<file path="config.mk">
export PLATFORM = sky130hd
export DESIGN_NAME = cdr_phase_tracker
export DESIGN_NICKNAME = d
export VERILOG_FILES = /design/src/rtl/cdr_phase_tracker.sv
export SDC_FILE = /design/constraint.sdc
export NUM_CORES = 1
export LEC_CHECK = 0
export CORE_ASPECT_RATIO = 0.9
export CORE_MARGIN = 2
export CORE_UTILIZATION = 50
export DETAILED_ROUTE_END_ITERATION = 10
export MAX_ROUTING_LAYER = met4
export PLACE_DENSITY = 0.68
export SLEW_MARGIN = 10
export SYNTH_ARGS = -nofsm -noshare
export SYNTH_HDL_FRONTEND = slang
export SYNTH_SLANG_ARGS = --single-unit
</file>
<file path="constraint.sdc">
create_clock -name ref_clk -period 8.99 [get_ports ref_clk]
set_clock_uncertainty 0.05 [all_clocks]
set_input_delay 1.798 -clock ref_clk [delete_from_list [all_inputs] [get_ports ref_clk]]
set_output_delay 1.798 -clock ref_clk [all_outputs]
set_load 0.02 [all_outputs]
</file>
<file path="src/rtl/cdr_phase_tracker.sv">
// Multi-lane oversampling phase tracker: finds data transitions in each lane's
// sample window, filters the sampling phase with hysteresis and reports lock.
module cdr_phase_tracker #(
  parameter int N_PHASE  = 5,
  parameter int N_LANE   = 1,
  parameter int FILT_LEN = 4,
  parameter int LOCK_CNT = 16
) (
  input  logic                              ref_clk,
  input  logic                              rst,
  input  logic [N_LANE*N_PHASE-1:0]         sample_in,
  input  logic                              sample_valid,
  output logic [2*N_LANE-1:0]               data_out,
  output logic [2*N_LANE-1:0]               data_cnt,
  output logic [N_LANE*$clog2(N_PHASE)-1:0] phase_sel,
  output logic [N_LANE-1:0]                 locked
);
  localparam int          PW  = $clog2(N_PHASE);
  localparam int          FCW = $clog2(FILT_LEN + 1);
  localparam int          LCW = $clog2(LOCK_CNT + 1);
  localparam int unsigned NP  = N_PHASE;
  localparam logic [PW-1:0]  HALF     = PW'(N_PHASE / 2);
  localparam logic [PW-1:0]  LAST     = PW'(N_PHASE - 1);
  localparam logic [PW-1:0]  ONE      = PW'(1);
  localparam logic [FCW-1:0] FILT_MAX = FCW'(FILT_LEN);
  localparam logic [LCW-1:0] LOCK_MAX = LCW'(LOCK_CNT);

  function automatic logic [PW-1:0] add_mod(input logic [PW-1:0] a, input logic [PW-1:0] b);
    int unsigned s;
    s = 32'(a) + 32'(b);
    if (s >= NP) s = s - NP;
    return PW'(s);
  endfunction

  // Forward distance from b to a around the phase circle.
  function automatic int unsigned fwd_dist(input logic [PW-1:0] a, input logic [PW-1:0] b);
    return (32'(a) + NP - 32'(b)) % NP;
  endfunction

  function automatic int unsigned circ_dist(input logic [PW-1:0] a, input logic [PW-1:0] b);
    int unsigned d;
    d = fwd_dist(a, b);
    if (NP - d < d) d = NP - d;
    return d;
  endfunction

  for (genvar l = 0; l < N_LANE; l++) begin : g_lane
    logic [N_PHASE-1:0] s_q, s_d, sp_q, sp_d;
    logic [PW-1:0]      ps_q, ps_d, pp_q, pp_d, cand_q, cand_d;
    logic [FCW-1:0]     fcnt_q, fcnt_d;
    logic [LCW-1:0]     lcnt_q, lcnt_d;
    logic               lk_q, lk_d;
    logic [1:0]         dout_q, dout_d, dcnt_q, dcnt_d;
    logic [N_PHASE-1:0] trans;
    logic [PW-1:0]      epos, target;
    logic               edge_hit;
    logic [FCW-1:0]     vote;

    // t[0] pairs the earliest sample with the last sample of the previous window.
    always_comb begin
      trans    = s_q ^ {s_q[N_PHASE-2:0], sp_q[N_PHASE-1]};
      epos     = '0;
      for (int unsigned i = 0; i < NP; i++)
        if (trans[NP-1-i]) epos = PW'(NP - 1 - i);
      edge_hit = |trans;
      target   = add_mod(epos, HALF);
    end

    always_comb begin
      s_d    = s_q;
      sp_d   = sp_q;
      ps_d   = ps_q;
      pp_d   = pp_q;
      cand_d = cand_q;
      fcnt_d = fcnt_q;
      lcnt_d = lcnt_q;
      lk_d   = lk_q;
      dout_d = '0;
      dcnt_d = '0;
      vote   = '0;
      if (sample_valid) begin
        s_d  = sample_in[l*N_PHASE +: N_PHASE];
        sp_d = s_q;
        pp_d = ps_q;
        if (edge_hit) begin
          if (target != ps_q) begin
            if (target == cand_q) begin
              vote = fcnt_q + 1'b1;
            end else begin
              cand_d = target;
              vote   = FCW'(1);
            end
            if (vote >= FILT_MAX) begin
              ps_d   = (fwd_dist(target, ps_q) <= NP / 2) ? add_mod(ps_q, ONE) : add_mod(ps_q, LAST);
              fcnt_d = '0;
            end else begin
              fcnt_d = vote;
            end
          end else begin
            fcnt_d = '0;
          end
          if (circ_dist(epos, add_mod(ps_q, HALF)) <= 1) begin
            if (lcnt_q != LOCK_MAX) lcnt_d = lcnt_q + 1'b1;
            lk_d = (lcnt_d >= LOCK_MAX);
          end else begin
            lcnt_d = '0;
            lk_d   = 1'b0;
          end
        end
        // A phase wrap since the last window either repeats or skips one bit.
        if (pp_q == LAST && ps_q == '0) begin
          dcnt_d = 2'd0;
        end else if (pp_q == '0 && ps_q == LAST) begin
          dout_d = {s_q[N_PHASE-1], sp_q[N_PHASE-1]};
          dcnt_d = 2'd2;
        end else begin
          dout_d = {1'b0, s_q[ps_q]};
          dcnt_d = 2'd1;
        end
      end
    end

    always_ff @(posedge ref_clk or posedge rst) begin
      if (rst) begin
        s_q    <= '0;
        sp_q   <= '0;
        ps_q   <= HALF;
        pp_q   <= HALF;
        cand_q <= HALF;
        fcnt_q <= '0;
        lcnt_q <= '0;
        lk_q   <= 1'b0;
        dout_q <= '0;
        dcnt_q <= '0;
      end else begin
        s_q    <= s_d;
        sp_q   <= sp_d;
        ps_q   <= ps_d;
        pp_q   <= pp_d;
        cand_q <= cand_d;
        fcnt_q <= fcnt_d;
        lcnt_q <= lcnt_d;
        lk_q   <= lk_d;
        dout_q <= dout_d;
        dcnt_q <= dcnt_d;
      end
    end

    assign data_out[2*l +: 2]   = dout_q;
    assign data_cnt[2*l +: 2]   = dcnt_q;
    assign phase_sel[l*PW +: PW] = ps_q;
    assign locked[l]            = lk_q;
  end

endmodule

</file>
==> metrics.txt, run 1 <==
Slew Viols, Final=0; All-Layer GR Usage=0.219; Clock transition at path regs=0.09 ns; Rel. slew slack=0.269; Min Hold Slack=0.459 ns; clock sinks=27; post-CTS sizing=0; Slowest cell on crit path=dfrtp_1; FF+latch count, synth=27; CP startpoint kind=register; Post-synth EDFFs=0; worst slack at placement=0.190 ns; Die Area=8800 µm²; Root Buffer=clkbuf_8; post-route setup TNS=0 ns; DRC violations left=0; number of top-level pins=16; Critical Path AT=8.51 ns; # Max-Cap Violations=0; number of buffers created by CTS=3; Post-Syn Area=4030 µm²; Slowest Stage Delay on Critical Path=0.57 ns; post-route ant nets=0; Area growth, synth to finish=7.67%; routed wire length=9490 µm; Mapped Cells=524; pin count of the biggest net entering global routing=28; detailed-placement wirelength estimate=7300 µm; FILL cells=729; fin crit share=0.936; global placement routability congestion=0.867; Worst-Skew Late Latency=0.27 ns; Setup CP Type=reg2reg; Worst Tran Pin Value=1.08 ns; Die Wd=98.7 µm; sequential cell area=679 µm²; CTS Buffer Depth=2; Rows=31; Buf/Inv on CP=5; Crit path max-delay family=compound AO/OA/AOI/OAI gates; nets=591; status=complete, no violations; Starting DRT DRC Count=225; area taken by multi-input logic gates=3150 µm²; DR vias/cell=6.17; CTS hold repair buffers=0; hold-critical path depth=1; via count=3884; Levels on crit path=31; crit-path max FO=22; RSZ-0062 raised after global routing=false; core area=7950 µm²; Post-CTS Setup Inserts=0; Die Span Y=89.2 µm; ys async rst share=1.00; CP required=9.08 ns; number of global-route vias before repair=3450; First-pass DRT Iterations=6; Routed WL per cell=15.1 µm; # setup viols final=0; first-pass GRT wire length=15900 µm; Synth cell types=71; layout cells sized above 1=0.0717; r2r worst-path depth=31; CTS H-tree depth=1; minimum clock period=8.42 ns; initial antenna violation count=0; average size of a mapped cell=7.69 µm²; count of final hold-check violations=0; HP Class=reg2reg; I/O Buffers=15; Seq/Total Area, Yosys=0.169; worst setup margin=0.572 ns; gr ovfl total=0; CTS tree=done; ant diodes=0; Post-synth top flop=dfrtp_1; Setup crit end kind=register; Yosys warnings=0; Starting Density=0.507; FMAX=119 MHz
-- sequential cells by signal (all words and copies together), names as in the netlist --
register       flops
g_lane.s_q         5
data_out           2
data_cnt           2
g_lane.sp_q        1
g_lane.cand_q      3
g_lane.lcnt_q      5
g_lane.fcnt_q      3
phase_sel          3
g_lane.pp_q        3
-- through the flow --
step            util  instances  area, µm²
3_5_place_dp   0.538        625       4280
3_3_place_gp   0.538        625       4280
4_1_cts        0.544        629       4330
6_report       0.546        629       4340
2_1_floorplan      -        525       4040
5_1_grt        0.546        629       4340
-- final cells by class --
type,count,area share
clock inverter,1,0.00115
clock buffer,3,0.00951
tap,99,0.0285
inverter,38,0.0329
sequential,27,0.157
timing repair buffer,22,0.0467
multi-input combinational,439,0.725
-- cells by family (layout without fill, tap and decap cells) --
group	count (synthesis)	in the layout	synth area share
simple gates	187	187	0.236
compound gates	155	155	0.268
buf+inv	59	64	0.0556
fa+ha+maj	52	52	0.167
flops	27	27	0.169
xor+xnor	22	22	0.0478
mux	20	20	0.0556
other cells	2	3	0.00186
-- final timing paths --
kind | startpoint | to | slack [ns]
max | phase_sel[0]$_DFFE_PP0P_ | g_lane[0].lcnt_q[3]$_DFFE_PP0P_ | 0.57
min | g_lane[0].fcnt_q[1]$_DFFE_PP0P_ | g_lane[0].fcnt_q[1]$_DFFE_PP0P_ | 0.46
max reg2reg | phase_sel[0]$_DFFE_PP0P_ | g_lane[0].lcnt_q[3]$_DFFE_PP0P_ | 0.57
min reg2reg | g_lane[0].fcnt_q[1]$_DFFE_PP0P_ | g_lane[0].fcnt_q[1]$_DFFE_PP0P_ | 0.46
max in group asynchronous | rst | g_lane[0].s_q[1]$_DFFE_PP0P_ | 6.25
min in group asynchronous | rst | g_lane[0].s_q[3]$_DFFE_PP0P_ | 2.02
-- layer usage --
metal / track usage / vias to the layer above / wire (µm)
met5: - / - / 0
met4: 0.0249 / 0 / 49
met3: 0.0109 / 7 / 333
met2: 0.348 / 95 / 4240
met1: 0.322 / 1836 / 4860
li1: - / 1946 / -
-- cell usage after synthesis, types with 3 or more instances --
| cell type | instances | share of area |
|---|---|---|
| and3_1 | 5 | 0.0078 |
| o211ai_1 | 10 | 0.019 |
| or3_1 | 5 | 0.0078 |
| mux2i_1 | 10 | 0.025 |
| inv_1 | 36 | 0.034 |
| o22a_1 | 3 | 0.0065 |
| ha_1 | 49 | 0.15 |
| mux2_2 | 9 | 0.025 |
| or2_2 | 4 | 0.0062 |
| dfstp_2 | 3 | 0.020 |
| nor3_1 | 12 | 0.015 |
| a2111oi_0 | 3 | 0.0065 |
| and2_1 | 9 | 0.014 |
| nor2_1 | 31 | 0.029 |
| o31ai_1 | 5 | 0.0093 |
| a21o_1 | 7 | 0.013 |
| nand4_1 | 20 | 0.031 |
| o22ai_1 | 6 | 0.0093 |
| fa_1 | 3 | 0.015 |
| a2bb2oi_1 | 3 | 0.0065 |
| o2111ai_1 | 3 | 0.0065 |
| xor2_1 | 6 | 0.013 |
| nor2b_1 | 5 | 0.0078 |
| o21a_1 | 5 | 0.0093 |
| nor4b_1 | 3 | 0.0065 |
| nand3_1 | 19 | 0.024 |
| a211oi_1 | 6 | 0.011 |
| xnor2_1 | 16 | 0.035 |
| dfrtp_1 | 24 | 0.15 |
| clkbuf_1 | 18 | 0.017 |
| a31oi_1 | 6 | 0.0093 |
| o21ai_0 | 34 | 0.042 |
| a21oi_1 | 34 | 0.042 |
| nand2b_1 | 7 | 0.011 |
| nand2_1 | 56 | 0.052 |
-- cell usage in the layout (no fill, tap or decap), types with 6 or more instances in the layout --
| master | count |
|---|---|
| buf_4 | 7 |
| nor2_1 | 31 |
| nand2b_1 | 7 |
| o211ai_1 | 10 |
| mux2i_1 | 10 |
| nand3_1 | 19 |
| nand4_1 | 20 |
| ha_1 | 49 |
| o22ai_1 | 6 |
| nand2_1 | 56 |
| a21o_1 | 7 |
| o21ai_0 | 33 |
| inv_1 | 36 |
| nor3_1 | 12 |
| xnor2_1 | 16 |
| and2_1 | 9 |
| xor2_1 | 6 |
| a31oi_1 | 6 |
| a21oi_1 | 34 |
| mux2_2 | 9 |
| dfrtp_1 | 24 |
| clkdlybuf4s50_1 | 15 |
Power of run 1 is not shown: default switching activity piles up to over one toggle a cycle in this logic, so the estimate is an artifact.
==> run 2, diff against run 1 <==
HOLD_SLACK_MARGIN = 0.05   (was unset)
==> results of run 2 <==
The final DEF is identical to that of run 1; final timing and power are the same.
Power of run 2 is left out for the same reason.
